==> src/rtl/servo_ctrl_pkg.sv <==
// Shared definitions for the servo position-path controllers: state encoding
// and default geometry for the move scheduler.
`timescale 1ns/1ps
package servo_ctrl_pkg;
  localparam int OUT_W_DEF     = 8;
  localparam int SWEEP_MIN_DEF = 'h10;
  localparam int SWEEP_MAX_DEF = 'hF0;

  localparam logic [2:0] ST_IDLE       = 3'd0;
  localparam logic [2:0] ST_MANUAL     = 3'd1;
  localparam logic [2:0] ST_GOTO       = 3'd2;
  localparam logic [2:0] ST_SWEEP_UP   = 3'd3;
  localparam logic [2:0] ST_SWEEP_DOWN = 3'd4;

  typedef enum logic [2:0] {
    S_IDLE       = ST_IDLE,
    S_MANUAL     = ST_MANUAL,
    S_GOTO       = ST_GOTO,
    S_SWEEP_UP   = ST_SWEEP_UP,
    S_SWEEP_DOWN = ST_SWEEP_DOWN
  } state_e;
endpackage

==> src/rtl/sync2.sv <==
// Two-flop synchronizer for asynchronous pad buttons.
`timescale 1ns/1ps
module sync2 (
  input  logic clk_i,
  input  logic rstn_i,
  input  logic d,
  output logic q
);
  logic meta;

  always_ff @(posedge clk_i or negedge rstn_i) begin
    if (!rstn_i) begin
      meta <= 1'b0;
      q    <= 1'b0;
    end else begin
      meta <= d;
      q    <= meta;
    end
  end
endmodule

==> src/rtl/servo_move_sched.sv <==
// Motion scheduler: arbitrates pad, goto and sweep requesters onto one
// inc/dec position counter with rate-limited, mutually exclusive pulses.
//
// state        | meaning
// S_IDLE       | no motion, goto accepted, sweep may start
// S_MANUAL     | pad button(s) held, pads drive the counter
// S_GOTO       | moving toward latched target
// S_SWEEP_UP   | autonomous sweep, rising toward SWEEP_MAX
// S_SWEEP_DOWN | autonomous sweep, falling toward SWEEP_MIN
`timescale 1ns/1ps
module servo_move_sched
  import servo_ctrl_pkg::*;
#(
  parameter int               OUT_W     = OUT_W_DEF,
  parameter int               STEP_DIV  = 4,
  parameter logic [OUT_W-1:0] SWEEP_MIN = OUT_W'(SWEEP_MIN_DEF),
  parameter logic [OUT_W-1:0] SWEEP_MAX = OUT_W'(SWEEP_MAX_DEF)
) (
  input  logic             clk_i,
  input  logic             rstn_i,
  input  logic             pad_up_i,
  input  logic             pad_down_i,
  input  logic             sweep_en_i,
  input  logic             goto_valid_i,
  input  logic [OUT_W-1:0] goto_pos_i,
  output logic             goto_ready_o,
  input  logic [OUT_W-1:0] pos_i,
  output logic             inc_o,
  output logic             dec_o,
  output logic             busy_o,
  output logic             done_o,
  output logic             abort_o
);
  localparam int PS_W = (STEP_DIV > 1) ? $clog2(STEP_DIV) : 1;

  state_e           state, state_nxt;
  logic [PS_W-1:0]  ps_cnt;
  logic [OUT_W-1:0] target;
  logic             up_s, down_s, manual_req, tick, accept;
  logic             want_inc, want_dec, done_nxt, abort_nxt;
  logic             at_max, at_min;

  sync2 u_sync_up   (.clk_i(clk_i), .rstn_i(rstn_i), .d(pad_up_i),   .q(up_s));
  sync2 u_sync_down (.clk_i(clk_i), .rstn_i(rstn_i), .d(pad_down_i), .q(down_s));

  assign manual_req = up_s | down_s;
  assign tick       = (ps_cnt == PS_W'(STEP_DIV - 1));
  assign at_max     = (pos_i == {OUT_W{1'b1}});
  assign at_min     = (pos_i == '0);
  assign busy_o     = (state != S_IDLE);

  always_ff @(posedge clk_i or negedge rstn_i) begin
    if (!rstn_i) ps_cnt <= '0;
    else if (tick) ps_cnt <= '0;
    else ps_cnt <= ps_cnt + PS_W'(1);
  end

  always_comb begin
    state_nxt    = state;
    want_inc     = 1'b0;
    want_dec     = 1'b0;
    done_nxt     = 1'b0;
    abort_nxt    = 1'b0;
    goto_ready_o = ((state == S_IDLE) || (state == S_SWEEP_UP) ||
                    (state == S_SWEEP_DOWN)) && !manual_req;
    accept       = goto_valid_i && goto_ready_o;
    // Pads pre-empt everything; conflicting pads hold still.
    if (manual_req) begin
      state_nxt = S_MANUAL;
      abort_nxt = (state == S_GOTO);
      want_inc  = up_s && !down_s;
      want_dec  = down_s && !up_s;
    end else if (accept) begin
      state_nxt = S_GOTO;
    end else begin
      case (state)
        S_IDLE:   if (sweep_en_i) state_nxt = S_SWEEP_UP;
        S_MANUAL: state_nxt = sweep_en_i ? S_SWEEP_UP : S_IDLE;
        S_GOTO: begin
          if (pos_i < target) want_inc = 1'b1;
          else if (pos_i > target) want_dec = 1'b1;
          else begin
            done_nxt  = 1'b1;
            state_nxt = sweep_en_i ? S_SWEEP_UP : S_IDLE;
          end
        end
        S_SWEEP_UP: begin
          if (!sweep_en_i) state_nxt = S_IDLE;
          else if (pos_i >= SWEEP_MAX) state_nxt = S_SWEEP_DOWN;
          else want_inc = 1'b1;
        end
        S_SWEEP_DOWN: begin
          if (!sweep_en_i) state_nxt = S_IDLE;
          else if (pos_i <= SWEEP_MIN) state_nxt = S_SWEEP_UP;
          else want_dec = 1'b1;
        end
        default: state_nxt = S_IDLE;
      endcase
    end
  end

  always_ff @(posedge clk_i or negedge rstn_i) begin
    if (!rstn_i) begin
      state   <= S_IDLE;
      target  <= '0;
      inc_o   <= 1'b0;
      dec_o   <= 1'b0;
      done_o  <= 1'b0;
      abort_o <= 1'b0;
    end else begin
      state   <= state_nxt;
      if (accept) target <= goto_pos_i;
      inc_o   <= tick && want_inc && !at_max;
      dec_o   <= tick && want_dec && !at_min;
      done_o  <= done_nxt;
      abort_o <= abort_nxt;
    end
  end
endmodule
==> config.mk <==
export PLATFORM = sky130hd
export DESIGN_NAME = servo_move_sched
export DESIGN_NICKNAME = d
export VERILOG_FILES = /design/src/rtl/servo_ctrl_pkg.sv /design/src/rtl/sync2.sv /design/src/rtl/servo_move_sched.sv
export SDC_FILE = /design/constraint.sdc
export NUM_CORES = 1
export LEC_CHECK = 0
export ABC_AREA = 1
export CORE_AREA = 4 4 57 59
export CTS_BUF_LIST = sky130_fd_sc_hd__clkbuf_4
export CTS_CLUSTER_DIAMETER = 40
export DETAILED_ROUTE_END_ITERATION = 10
export DIE_AREA = 0 0 61 63
export GPL_ROUTABILITY_DRIVEN = 0
export PLACE_DENSITY_LB_ADDON = 0.1
export SYNTH_ARGS = -nofsm -noshare
export SYNTH_HDL_FRONTEND = slang
export SYNTH_SLANG_ARGS = --single-unit
==> constraint.sdc <==
create_clock -name clk_i -period 1.4 [get_ports clk_i]
set_input_delay 0.42 -clock clk_i [delete_from_list [all_inputs] [get_ports clk_i]]
set_output_delay 0.42 -clock clk_i [all_outputs]
set_load 0.02 [all_outputs]
* Word level (Yosys, flattened, before mapping)
Cells that the tools add are included.
** Cells by class
- Multipliers :: 0
- Shift operators :: 0
- Div/mod/pow operators :: 0
- Muxes and demuxes :: 31
- Equal/unequal tests :: 11
- Bitwise gates (word level) :: 1
- Add/subtract/negate cells :: 1
- Reductions and logical operators :: 19
- Order comparisons :: 4
** Operator list (count)
- 2-to-1 mux 3 bit :: 9
- 2-to-1 mux 1 bit :: 17
- one-hot mux 3 bit (5 select lines) :: 1
- != test 4 bit, second input constant :: 3
- != test 5 x 4 -> 1 bit, second input constant :: 2
- == test 8 bit, second input constant :: 1
- >= comparator 8 bit, second input constant :: 1
- greater-than comparator 8 bit :: 1
- less-or-equal comparator 8 x 5 -> 1 bit, second input constant :: 1
- logical AND 1 bit :: 8
- zero test 8 bit :: 1
- less-than comparator 8 bit :: 1
- == test 3 x 2 -> 1 bit, second input constant :: 2
- zero test 1 bit :: 5
- AND reduction 5 bit :: 1
- 2-to-1 mux 2 bit :: 2
- one-hot mux 1 bit (2 select lines) :: 2
- == test 3 x 1 -> 1 bit, second input constant :: 1
- == test 3 bit, second input constant :: 1
- zero test 3 bit :: 1
- nonzero test 3 bit :: 1
- adder 2 x 1 -> 2 bit, second input constant :: 1
- == test 2 bit, second input constant :: 1
- logical OR 1 bit :: 2
- OR 1 bit :: 1
** Storage, ports and cells
- Memory bits (writable) :: 0
- Bits in read-only memories :: 0
- Memories kept :: 0
- Register bits after elaboration :: 21
- Logic and storage cells :: 78
- Latch bits :: 0

* Logic depth before layout (Yosys ltp)
- Depth in word-level cells :: 9
- Mapped depth :: 15
- Depth with buffers taken out :: 15

* Hierarchy
Synthesis repeated with hierarchy kept, for this count alone.
** Unflattened totals
- Cell total of the unflattened synthesis :: 152
- Area total of the unflattened synthesis :: 1213.7 µm²
** By module, submodules not included
- servo_move_sched :: area each 1113.6 µm², seq. area each 425.4 µm², instances 1, cells an instance 148
- sync2 :: area each 50.0 µm², seq. area each 50.0 µm², instances 2, cells an instance 2

* Worst setup path before layout
Ideal clock, no wire load.
- Kind :: input -> register
- Start :: in pos_i[7]
- End :: reg state[2]
- Setup time :: 0.117 ns
- Stages on the path :: 10
- Path buffers :: 0
- Arrival time :: 1.413 ns
- Setup slack :: -0.130 ns
- Cells stage by stage :: ha_1 -> a21o_1 -> nor2_1 -> nand3_1 -> nand2_1 -> inv_1 -> nand2_1 -> nand2_1 -> nand2_1 -> nand2_1
** On the way
- Longest elaborated chain between the ends :: 3
- Elaborated cells between the ends (all ways) :: 9
- Those cells by class :: order compare (4); eq/ne (4); reduce/logical (1)
** RTL lines
- start: declaration :: line servo_move_sched.sv:27 : input logic [OUT_W-1:0] pos_i,
- less-or-equal comparator 8 x 5 -> 1 bit, or another cell as far along :: line servo_move_sched.sv:94 : else if (pos_i <= SWEEP_MIN) state_nxt = S_SWEEP_UP;
- != test 5 x 4 -> 1 bit (no source line) or != test 4 bit (tied branches)
- AND reduction 5 bit (no source line) *
- end signal: assignment :: line servo_move_sched.sv:111 : state <= state_nxt;
- end: declaration :: line servo_move_sched.sv:36 : state_e state, state_nxt;
Mark *: on every way between the ends. The rest lies on a longest branch, timed or not.
A chain may end at the register's enable or synchronous reset.

* Final worst setup path
- Start :: reg state[0]
- End :: out busy_o
** On the way
- Longest elaborated chain between the ends :: 1
** RTL lines
- nonzero test 3 bit :: line servo_move_sched.sv:50 : assign busy_o = (state != S_IDLE);
- end: declaration :: line servo_move_sched.sv:30 : output logic busy_o,
Every way passes these cells.

==> summary.txt <==
vias per cell: 5.03
final number of hold-violating endpoints: 0
H-tree depth: 1
Final WS setup: -0.312 ns
Layout Skew: 0.0104 ns
Yosys reg bits: 21
CP startpoint kind: flop
placed cells: 247
Yosys cell types: 24
critical path fanouts, max: 3
Post-Synthesis Cell Area: 1210 µm²
grt total ovfl: 0
final core occ: 80.0%
Die Footprint: 3840 µm²
min Tclk post-route: 1.71 ns
Hold Crit Endpoint: u_sync_up.q$_DFF_PN0_
pin count of the biggest net entering global routing: 22
r2r startpoint: state[0]$_DFFE_PN0P_
Lkg Pwr: 1.07 nW
Power Dens Cells: 1000 nW/µm²
fraction of layout cells with a size suffix above 1: 47.9%
Initial DRC Count: 59
initial core utilization: 44.6%
syn_nets: 183
DRT Wirelength: 3780 µm
Clock Tree Root: clkbuf_4
HP Class: reg -> reg
worst hold path cell count: 0
Pre-antenna DRT Iters: 4
worst flop-to-flop path endpoint: state[0]$_DFFE_PN0P_
vias in the first global route: 1478
gr usage total: 21.1%
first-pass GRT wire length: 6180 µm
CP Capture Type: output pin
initial antenna violation count: 0
reg2reg path depth: 15
CTS tree: yes
Worst-Skew Late Latency: 0.31 ns
Num CTS Buffers: 3
final layout net count: 268
Routed Antenna Nets: 0
clk buf depth: 2
reg-to-reg slack, setup: -0.30 ns
row cnt: 19
routed length per instance: 14.1 µm
CP Data Required Time: 0.98 ns
Die Span Y: 63 µm
hpwl dp: 2430 µm
Gate Count Post-Synth: 152
HP Start: u_sync_up.meta$_DFF_PN0_
Max Clock Freq: 0.584 GHz
Yosys warning total: 0
placed inst area: 1890 µm²
Crit Path Class: reg -> out
port bufs: 27
CTS clock-pin slew for the worst setup and hold paths: 0.12 ns
fin area: 2170 µm²
drt drc: 0
Area Growth Syn to Fin: 79.4%
Die X-Extent: 61 µm
outcome: finished with violations
Final setup viols: 16
Vias: 1342
Clock Sinks: 21
Final TNS setup: -2.98 ns
Worst EP arrival: 1.29 ns
RSZ-0062 raised after global routing: true
final period utilization: 122%
power consumption: 2.17 mW
Layout Cells excl Fill: 267
relative slew slack: 81.1%
sequential fraction of the synthesis area: 43.5%
pins over their slew limit: 0
Max Cap Viol: 0
Core Region: 2710 µm²
violated checks: negative setup slack
worst slew pin tran: 0.284 ns
Place WS: -0.740 ns
worst hold slack: 0.364 ns
Syn Area/Cell: 7.95 µm²
n_diodes: 0
maximum VDD drop: 0.926 mV
# IOs: 28
==> how the worst max path moves through the flow <==
stage                                      from                   end  slack, ns  cells past startpoint
after detailed placement               pos_i[5]  state[0]$_DFFE_PN0P_      -0.74                     12
after CTS                  state[1]$_DFFE_PN0P_          goto_ready_o      -0.26                      5
after global routing       state[0]$_DFFE_PN0P_  state[0]$_DFFE_PN0P_      -0.43                     15
after global placement                 pos_i[5]  state[2]$_DFFE_PN0P_      -0.70                     12
after floorplan           target[5]$_DFFE_PN0P_  state[2]$_DFFE_PN0P_      -0.05                     12
final                      state[0]$_DFFE_PN0P_                busy_o      -0.31                      5
==> cells in the mapped netlist <==
master / n / area (µm²)
o211ai_1: 1 / 7.51
nand2_1: 42 / 158
inv_2: 4 / 15.0
o21ai_1: 6 / 30.0
dfrtp_1: 21 / 526
a21oi_1: 5 / 25.0
a21oi_2: 1 / 8.76
nor4_1: 1 / 6.26
o2111ai_1: 1 / 8.76
buf_2: 1 / 5.00
nor4_4: 1 / 21.3
ha_1: 9 / 113
nand2_4: 1 / 11.3
and3_4: 1 / 11.3
buf_6: 1 / 11.3
o21a_1: 2 / 15.0
nor2_1: 18 / 67.6
o21ai_0: 3 / 15.0
nor2_4: 1 / 11.3
inv_1: 20 / 75.1
a21o_1: 1 / 7.51
nand3_1: 4 / 20.0
nand4_1: 4 / 25.0
nor3_1: 3 / 15.0
==> report_power, final <==
part | internal (mW) | switching, mW
sequential | 0.715 | 0.0626
combinational | 0.581 | 0.514
clock | 0.107 | 0.196
==> critical path, stage by stage, from the launching register on <==
cell	delay, ns
dfrtp_1	0.42
nor2_2	0.17
inv_2	0.09
nor2_4	0.11
inv_1	0.07
buf_6	0.13
==> cells by family (layout without fill, tap and decap cells) <==
| logic type | Yosys count | after routing | share of synthesized area, % |
|---|---|---|---|
| simple gates | 76 | 76 | 28.7 |
| compound gates | 20 | 20 | 9.73 |
| fa+ha+maj | 9 | 9 | 9.32 |
| buf+inv | 26 | 110 | 8.80 |
| flops | 21 | 21 | 43.5 |
==> metal layers <==
| layer | routed length (µm) | GRT usage (%) | vias to the layer above |
|---|---|---|---|
| met1 | 1530 | 24.7 | 633 |
| li1 | - | - | 655 |
| met4 | 121 | 9.49 | 0 |
| met2 | 1970 | 36.0 | 40 |
| met3 | 154 | 3.72 | 14 |
| met5 | 0 | 0 | - |
==> what timing repair did <==
item,in CTS,in global routing
endpoints found under the setup margin,19,20
hold buffers,0,0
pin swaps,21,6
gates cloned,1,0
buffers inserted,12,4
gates resized for setup,59,17
==> placed cells by master (no fill, tap or decap), drive strengths merged <==
master and instances:
clkinv 1, o21ai 9, o211ai 1, nor3 3
and3 1, nor4 2, dfrtp 21, buf 59
inv 24, o2111ai 1, a21o 1, nand2 43
dlygate4sd2 8, ha 9, nor2 19, nand4 4
o21a 2, clkdlybuf4s50 13, a21oi 6, nand3 4
clkbuf 5
==> layout make-up <==
type	instances	area, µm²
clock buffer	3	22.5
clock inverter	1	5.00
fill	174	542
inverter	24	90.1
multi-input combinational	105	763
sequential	21	526
tap	31	38.8
timing repair buffer	82	723
==> state kept, by name, summed over array words and instances (netlist names) <==
signal	flops
abort_o	1
dec_o	1
done_o	1
inc_o	1
ps_cnt	2
state	3
target	8
u_sync_down.meta	1
u_sync_down.q	1
u_sync_up.meta	1
u_sync_up.q	1
Power figures use the tool's default switching activity.
